[config.mk]
export PLATFORM = sky130hd
export DESIGN_NAME = uart_bus_responder
export DESIGN_NICKNAME = d
export VERILOG_FILES = /design/src/rtl/uart_pkg.sv /design/src/rtl/uart_bus_responder_sync_edge.sv /design/src/rtl/uart_bus_responder.sv
export SDC_FILE = /design/constraint.sdc
export NUM_CORES = 1
export LEC_CHECK = 0
export CAP_MARGIN = 20
export CORE_ASPECT_RATIO = 1.75
export CORE_MARGIN = 2
export CORE_UTILIZATION = 60
export DETAILED_ROUTE_END_ITERATION = 8
export GPL_TIMING_DRIVEN = 0
export PLACE_DENSITY_LB_ADDON = 0.05
export SLEW_MARGIN = 20
export SYNTH_ARGS = -nofsm -noshare
export SYNTH_HDL_FRONTEND = slang
export SYNTH_SLANG_ARGS = --single-unit
[constraint.sdc]
create_clock -name CLK -period 2.75 [get_ports CLK]
set_input_delay 0.275 -clock CLK [delete_from_list [all_inputs] [get_ports CLK]]
set_output_delay 0.275 -clock CLK [all_outputs]
set_load 0.005 [all_outputs]
[src/rtl/uart_pkg.sv]
// Shared types and constants for the UART bus responder.
package uart_pkg;

   localparam int unsigned DEFAULT_CLK_DIV = 434;
   localparam int unsigned BITS_PER_CHAR   = 8;

   typedef enum logic [1:0] {
      TX_IDLE  = 2'd0,
      TX_START = 2'd1,
      TX_DATA  = 2'd2,
      TX_STOP  = 2'd3
   } tx_state_t;

   typedef enum logic [1:0] {
      RX_IDLE  = 2'd0,
      RX_START = 2'd1,
      RX_DATA  = 2'd2,
      RX_STOP  = 2'd3
   } rx_state_t;

   // Receiver waits this long after the start edge to land mid-bit.
   function automatic logic [15:0] half_bit(input logic [15:0] div);
      return div >> 1;
   endfunction

endpackage

[src/rtl/uart_bus_responder_sync_edge.sv]
// Two-flop synchronizer with a third flop for rise/fall pulse generation.
module sync_edge #(
   parameter logic RST_VAL = 1'b1
) (
   input  logic clk_i,
   input  logic rst_ni,
   input  logic d_i,
   output logic q_o,
   output logic rise_o,
   output logic fall_o
);

   logic meta_q;
   logic sync_q;
   logic prev_q;

   // Synchronizer chain plus one delayed copy for edge detection
   always_ff @(posedge clk_i or negedge rst_ni) begin
      if (!rst_ni) begin
         meta_q <= RST_VAL;
         sync_q <= RST_VAL;
         prev_q <= RST_VAL;
      end else begin
         meta_q <= d_i;
         sync_q <= meta_q;
         prev_q <= sync_q;
      end
   end

   assign q_o    = sync_q;
   assign rise_o = sync_q & ~prev_q;
   assign fall_o = ~sync_q & prev_q;

endmodule

[src/rtl/uart_bus_responder.sv]
// UART responder on the memory controller's rdn/wrn handshake: one-byte
// transmit holding register plus shifter, and an 8N1 receiver with holding register.
module uart_bus_responder
   import uart_pkg::*;
#(
   parameter int unsigned CLK_DIV = DEFAULT_CLK_DIV,
   parameter int unsigned DATA_W  = BITS_PER_CHAR
) (
   input  logic              CLK,
   input  logic              RST,
   input  logic              rdn,
   input  logic              wrn,
   input  logic [DATA_W-1:0] bus_din,
   output logic [DATA_W-1:0] bus_dout,
   output logic              bus_oe,
   output logic              data_ready,
   output logic              tbre,
   output logic              tsre,
   output logic              txd,
   input  logic              rxd,
   output logic              rx_overrun,
   output logic              rx_frame_err
);

   localparam logic [15:0] DIV_M1   = 16'(CLK_DIV - 1);
   localparam logic [15:0] HALF_M1  = half_bit(16'(CLK_DIV)) - 16'd1;
   localparam logic [2:0]  LAST_BIT = 3'(DATA_W - 1);

   logic rdn_s, rdn_rise_s, rdn_fall_s;
   logic wrn_s, wrn_rise_s, wrn_fall_s;
   logic rxd_s, rxd_rise_s, rxd_fall_s;
   logic unused_s;

   sync_edge #(.RST_VAL(1'b1)) u_sync_rdn (
      .clk_i(CLK), .rst_ni(RST), .d_i(rdn),
      .q_o(rdn_s), .rise_o(rdn_rise_s), .fall_o(rdn_fall_s)
   );
   sync_edge #(.RST_VAL(1'b1)) u_sync_wrn (
      .clk_i(CLK), .rst_ni(RST), .d_i(wrn),
      .q_o(wrn_s), .rise_o(wrn_rise_s), .fall_o(wrn_fall_s)
   );
   sync_edge #(.RST_VAL(1'b1)) u_sync_rxd (
      .clk_i(CLK), .rst_ni(RST), .d_i(rxd),
      .q_o(rxd_s), .rise_o(rxd_rise_s), .fall_o(rxd_fall_s)
   );

   assign unused_s = ^{rdn_s, rdn_fall_s, wrn_fall_s, rxd_rise_s};

   tx_state_t         tx_state_q, tx_state_d;
   logic [15:0]       tx_cnt_q, tx_cnt_d;
   logic [2:0]        tx_bit_q, tx_bit_d;
   logic [DATA_W-1:0] tx_shift_q, tx_shift_d;
   logic [DATA_W-1:0] thr_q, thr_d;
   logic [DATA_W-1:0] wr_shadow_q, wr_shadow_d;
   logic              tbre_q, tbre_d;
   logic              tsre_q, tsre_d;
   logic              txd_q, txd_d;
   logic              tx_load_s;

   rx_state_t         rx_state_q, rx_state_d;
   logic [15:0]       rx_cnt_q, rx_cnt_d;
   logic [2:0]        rx_bit_q, rx_bit_d;
   logic [DATA_W-1:0] rx_shift_q, rx_shift_d;
   logic [DATA_W-1:0] rx_hold_q, rx_hold_d;
   logic              data_ready_q, data_ready_d;
   logic              rx_overrun_q, rx_overrun_d;
   logic              rx_frame_err_q, rx_frame_err_d;
   logic              rx_store_s;

   // Transmit path: write capture, holding register and serializer FSM
   always_comb begin
      tx_state_d  = tx_state_q;
      tx_cnt_d    = tx_cnt_q;
      tx_bit_d    = tx_bit_q;
      tx_shift_d  = tx_shift_q;
      thr_d       = thr_q;
      tbre_d      = tbre_q;
      tsre_d      = tsre_q;
      tx_load_s   = 1'b0;

      if (!wrn_s) begin
         wr_shadow_d = bus_din;
      end else begin
         wr_shadow_d = wr_shadow_q;
      end

      case (tx_state_q)
         TX_IDLE: begin
            if (!tbre_q) begin
               tx_load_s  = 1'b1;
               tx_shift_d = thr_q;
               tsre_d     = 1'b0;
               tx_cnt_d   = DIV_M1;
               tx_state_d = TX_START;
            end else begin
               tx_state_d = TX_IDLE;
            end
         end
         TX_START: begin
            if (tx_cnt_q == 16'd0) begin
               tx_cnt_d   = DIV_M1;
               tx_bit_d   = 3'd0;
               tx_state_d = TX_DATA;
            end else begin
               tx_cnt_d = tx_cnt_q - 16'd1;
            end
         end
         TX_DATA: begin
            if (tx_cnt_q == 16'd0) begin
               tx_cnt_d = DIV_M1;
               if (tx_bit_q == LAST_BIT) begin
                  tx_state_d = TX_STOP;
               end else begin
                  tx_bit_d   = tx_bit_q + 3'd1;
                  tx_shift_d = tx_shift_q >> 1;
               end
            end else begin
               tx_cnt_d = tx_cnt_q - 16'd1;
            end
         end
         TX_STOP: begin
            if (tx_cnt_q == 16'd0) begin
               // A byte already waiting goes out with no idle gap
               if (!tbre_q) begin
                  tx_load_s  = 1'b1;
                  tx_shift_d = thr_q;
                  tx_cnt_d   = DIV_M1;
                  tx_state_d = TX_START;
               end else begin
                  tsre_d     = 1'b1;
                  tx_state_d = TX_IDLE;
               end
            end else begin
               tx_cnt_d = tx_cnt_q - 16'd1;
            end
         end
         default: begin
            tx_state_d = TX_IDLE;
         end
      endcase

      if (tx_load_s) begin
         tbre_d = 1'b1;
      end else begin
         tbre_d = tbre_q;
      end

      // A commit landing on the load cycle refills the freed holding register
      if (wrn_rise_s && (tbre_q || tx_load_s)) begin
         thr_d  = wr_shadow_q;
         tbre_d = 1'b0;
      end else begin
         thr_d = thr_q;
      end

      case (tx_state_d)
         TX_START: txd_d = 1'b0;
         TX_DATA:  txd_d = tx_shift_d[0];
         default:  txd_d = 1'b1;
      endcase
   end

   // Receive path: deserializer FSM and holding register handshake
   always_comb begin
      rx_state_d     = rx_state_q;
      rx_cnt_d       = rx_cnt_q;
      rx_bit_d       = rx_bit_q;
      rx_shift_d     = rx_shift_q;
      rx_hold_d      = rx_hold_q;
      data_ready_d   = data_ready_q;
      rx_overrun_d   = rx_overrun_q;
      rx_frame_err_d = 1'b0;
      rx_store_s     = 1'b0;

      case (rx_state_q)
         RX_IDLE: begin
            if (rxd_fall_s) begin
               rx_cnt_d   = HALF_M1;
               rx_state_d = RX_START;
            end else begin
               rx_state_d = RX_IDLE;
            end
         end
         RX_START: begin
            if (rx_cnt_q == 16'd0) begin
               if (rxd_s) begin
                  rx_state_d = RX_IDLE;
               end else begin
                  rx_cnt_d   = DIV_M1;
                  rx_bit_d   = 3'd0;
                  rx_state_d = RX_DATA;
               end
            end else begin
               rx_cnt_d = rx_cnt_q - 16'd1;
            end
         end
         RX_DATA: begin
            if (rx_cnt_q == 16'd0) begin
               rx_cnt_d   = DIV_M1;
               rx_shift_d = {rxd_s, rx_shift_q[DATA_W-1:1]};
               if (rx_bit_q == LAST_BIT) begin
                  rx_state_d = RX_STOP;
               end else begin
                  rx_bit_d = rx_bit_q + 3'd1;
               end
            end else begin
               rx_cnt_d = rx_cnt_q - 16'd1;
            end
         end
         RX_STOP: begin
            if (rx_cnt_q == 16'd0) begin
               if (rxd_s) begin
                  rx_store_s = 1'b1;
               end else begin
                  rx_frame_err_d = 1'b1;
               end
               rx_state_d = RX_IDLE;
            end else begin
               rx_cnt_d = rx_cnt_q - 16'd1;
            end
         end
         default: begin
            rx_state_d = RX_IDLE;
         end
      endcase

      if (rdn_rise_s) begin
         data_ready_d = 1'b0;
      end else begin
         data_ready_d = data_ready_q;
      end

      // New byte wins over a same-cycle read; overrun only if nobody read
      if (rx_store_s) begin
         rx_hold_d    = rx_shift_q;
         data_ready_d = 1'b1;
         if (data_ready_q && !rdn_rise_s) begin
            rx_overrun_d = 1'b1;
         end else begin
            rx_overrun_d = rx_overrun_q;
         end
      end else begin
         rx_hold_d = rx_hold_q;
      end
   end

   // State and data registers for both directions
   always_ff @(posedge CLK or negedge RST) begin
      if (!RST) begin
         tx_state_q     <= TX_IDLE;
         tx_cnt_q       <= 16'd0;
         tx_bit_q       <= 3'd0;
         tx_shift_q     <= '0;
         thr_q          <= '0;
         wr_shadow_q    <= '0;
         tbre_q         <= 1'b1;
         tsre_q         <= 1'b1;
         txd_q          <= 1'b1;
         rx_state_q     <= RX_IDLE;
         rx_cnt_q       <= 16'd0;
         rx_bit_q       <= 3'd0;
         rx_shift_q     <= '0;
         rx_hold_q      <= '0;
         data_ready_q   <= 1'b0;
         rx_overrun_q   <= 1'b0;
         rx_frame_err_q <= 1'b0;
      end else begin
         tx_state_q     <= tx_state_d;
         tx_cnt_q       <= tx_cnt_d;
         tx_bit_q       <= tx_bit_d;
         tx_shift_q     <= tx_shift_d;
         thr_q          <= thr_d;
         wr_shadow_q    <= wr_shadow_d;
         tbre_q         <= tbre_d;
         tsre_q         <= tsre_d;
         txd_q          <= txd_d;
         rx_state_q     <= rx_state_d;
         rx_cnt_q       <= rx_cnt_d;
         rx_bit_q       <= rx_bit_d;
         rx_shift_q     <= rx_shift_d;
         rx_hold_q      <= rx_hold_d;
         data_ready_q   <= data_ready_d;
         rx_overrun_q   <= rx_overrun_d;
         rx_frame_err_q <= rx_frame_err_d;
      end
   end

   assign bus_oe       = ~rdn;
   assign bus_dout     = rx_hold_q;
   assign data_ready   = data_ready_q;
   assign tbre         = tbre_q;
   assign tsre         = tsre_q;
   assign txd          = txd_q;
   assign rx_overrun   = rx_overrun_q;
   assign rx_frame_err = rx_frame_err_q;

endmodule

==> qor.txt <==
Crit path arrival time: 2830 ps
Max-cap violations: 0
Worst setup path class: reg2reg
Sequential power share: 0.452
Avg Vias per Cell: 6.16
Synth Area per Inst: 10.5 sq um
Clock tree buffer depth: 2
CTS Sinks: 97
Vias: 3,715
Fillcell total: 588
Final Hold Viols: 0
Req. time, crit path: 3020 ps
Yosys reg bits: 97
Vias in the first global route: 3,694
# H-tree levels: 3
Critical path, cell by cell: inv_1 > ha_1 > clkbuf_1 > inv_1 > nor4_1 > buf_2 > nand2_1 > o21ai_0 > a22o_1
Drt pass-1 iters: 4
Skew final: 9.62 ps
Critical path buffers and inverters: 4
Min-delay worst type: in2reg
Largest net degree at the start of global routing: 54
Syn Nets: 498
Worst-path maximum fanout: 10
Die H: 123 um
GPL Wtd Cong: 0.957
Largest area contributor in the netlist: dfrtp_1
DIE AREA: 8910 sq um
Slowest stage delay, CP: 680 ps
Worst Tran Pin Value: 743 ps
Sw frac: 0.309
Gr ovfl total: 0
Initial antenna violation count: 0
Row Count: 43
GRT Total Usage: 0.246
Slowest-stage cell, CP: nor4_1
First-pass GRT wire length: 17,000 um
Synth-to-Final Area Change: 14.5%
Comb pwr share: 0.237
Post-CTS Setup Inserts: 0
Placeable Area: 7910 sq um
Status: finished clean
Post-Place Setup Slack: 156 ps
Final setup viols: 0
Synth warn: 0
DRT antenna net count: 0
Setup ws final: 190 ps
Clock Latency Late Sink: 340 ps
RSZ-0062 raised after global routing: false
Total power draw: 3.70 mW
NetSw: 1.14 mW
Min Tclk post-route: 2560 ps
Fin nets: 539
# IOs: 28
Synth cell count leaders: 85 x dfrtp_1, 45 x nor2_1, 37 x nand2_1, 36 x o21ai_0, 33 x mux2_2
Initial drt markers: 191
Relative slew slack: 0.500
Async set-reset flop share out of synthesis: 1.00
Slew Limit Fails: 0
CTS tree: built
Number of synthesized flops with an enable pin: 0
CP endpoint kind: flip-flop
Maximum vdd drop: 502 uV
Synthesized instance count: 467
CTS Buf Count: 9
Non-filler instance count after layout: 603
Static Leak: 2.43 nW
Top cells by area, synth: dfrtp_1 44%, mux2_2 7.6%, dfstp_2 6.5%, ha_1 4.6%, o21ai_0 3.7%
HPWL Detailed: 7360 um
Initial Util: 0.618
CTS Root Cell: clkbuf_16
IO buf count: 27
Crit-path most repeated cell: inv_1
Post-synthesis cell type count: 61
CP delay by family, top: buffers and inverters
CP Launch Type: flip-flop
Post-synthesis sequential area ratio: 0.500
Mapped Area: 4890 sq um
Crit share post-route: 0.931
Setup TNS: 0 ps
WHS: 347 ps
DR WL/cell: 16.6 um
Diodes inserted: 0
Clock Pin Slew Worst Setup and Hold Paths: 70 ps
# DRC: 0
PwrDens: 661 nW/um^2
Internal: 2.55 mW
Peak Freq: 391 MHz
Routed WL: 10,000 um
Placed insts: 586
Ratio of cells with drive above 1 in the final layout: 0.160
Most common cell in the netlist: dfrtp_1
Die width: 72.2 um
Yosys top cell area share: 0.435
Main synth FF type: dfrtp_1
Clock Power Share: 0.312
-- worst paths after layout --
kind | startpoint | end | slack, ps | cells after the start
max | tx_state_q[0] | tx_shift_q[3] | 190 | 9
min | rxd | u_sync_rxd.meta_q | 350 | 1
max reg2reg | tx_state_q[0] | tx_shift_q[3] | 190 | 9
min reg2reg | u_sync_wrn.meta_q | u_sync_wrn.q_o | 360 | 0
max in group asynchronous | RST | u_sync_wrn.meta_q | 1690 | 3
min in group asynchronous | RST | rx_cnt_q[3] | 420 | 2
-- through the flow --
step,cell area [sq um],utilization
2_1_floorplan,4890,-
3_3_place_gp,5270,0.666
3_5_place_dp,5300,0.670
4_1_cts,5590,0.706
5_1_grt,5590,0.707
6_report,5590,0.707
-- cell families (layout without fill, tap and decap cells) --
logic type	Yosys count	count (layout)	synth area share
simple gates	149	149	0.161
compound gates	115	115	0.154
flops	97	97	0.500
mux	40	40	0.0904
buf+inv	38	84	0.0312
fa+ha+maj	18	18	0.0461
xor+xnor	10	10	0.0179
-- registers in the layout, summed over array words and instances, names as in the netlist, 2 cells and up, named ones only --
signal	flops
bus_dout	8
rx_bit_q	3
rx_cnt_q	16
rx_shift_q	8
thr_q	8
tx_bit_q	3
tx_cnt_q	16
tx_shift_q	8
tx_state_q	2
wr_shadow_q	8
-- cell usage in the layout, fill, tap and decap left out, types with 3 or more instances in the layout --
cell             count
a21o_1               5
a21oi_1             24
a22o_1              11
a31oi_1              7
and4_1               3
buf_2                6
clkbuf_1            12
clkbuf_16            9
clkdlybuf4s50_1     26
dfrtp_1             85
dfstp_2             12
ha_1                18
inv_1               21
mux2_2              33
mux2i_1              7
nand2_1             37
nand3_1              5
nor2_1              44
nor3_1              15
nor4_1               9
nor4_2               3
o21ai_0             35
o22a_1               8
o31ai_1              3
or3_1                4
or4_1                4
xnor2_1             10
-- what timing repair did --
item	CTS	global route
resized for setup	0	3
endpoints found under the setup margin	0	5
hold buffers	1	0
hold endpoints to repair	37	0
-- cell type report --
type / count / area [sq um] / share of cell area
sequential: 97 / 2440 / 0.437
timing repair buffer: 30 / 314 / 0.0561
multi-input combinational: 332 / 2300 / 0.411
tap: 90 / 113 / 0.0201
clock buffer: 12 / 246 / 0.0441
inverter: 21 / 78.8 / 0.0141
buffer: 17 / 73.8 / 0.0132
clock inverter: 4 / 27.5 / 0.00492
-- power by group through the flow --
stage	combinational (mW)	sequential (mW)	clock, mW
after floorplan	0.658	1.66	0
after global placement	0.842	1.68	0
after detailed placement	0.868	1.69	0
after CTS	0.877	1.67	1.19
after global routing	0.985	1.68	1.25
final	0.876	1.67	1.15
-- routing by layer --
metal,vias to the layer above,track usage,wire length (um)
met2,79,0.442,5590
met3,25,0.0326,266
li1,1779,-,-
met4,0,0.145,291
met5,-,0,0
met1,1832,0.270,3880
No activity file was read; power rests on OpenSTA's default activity.
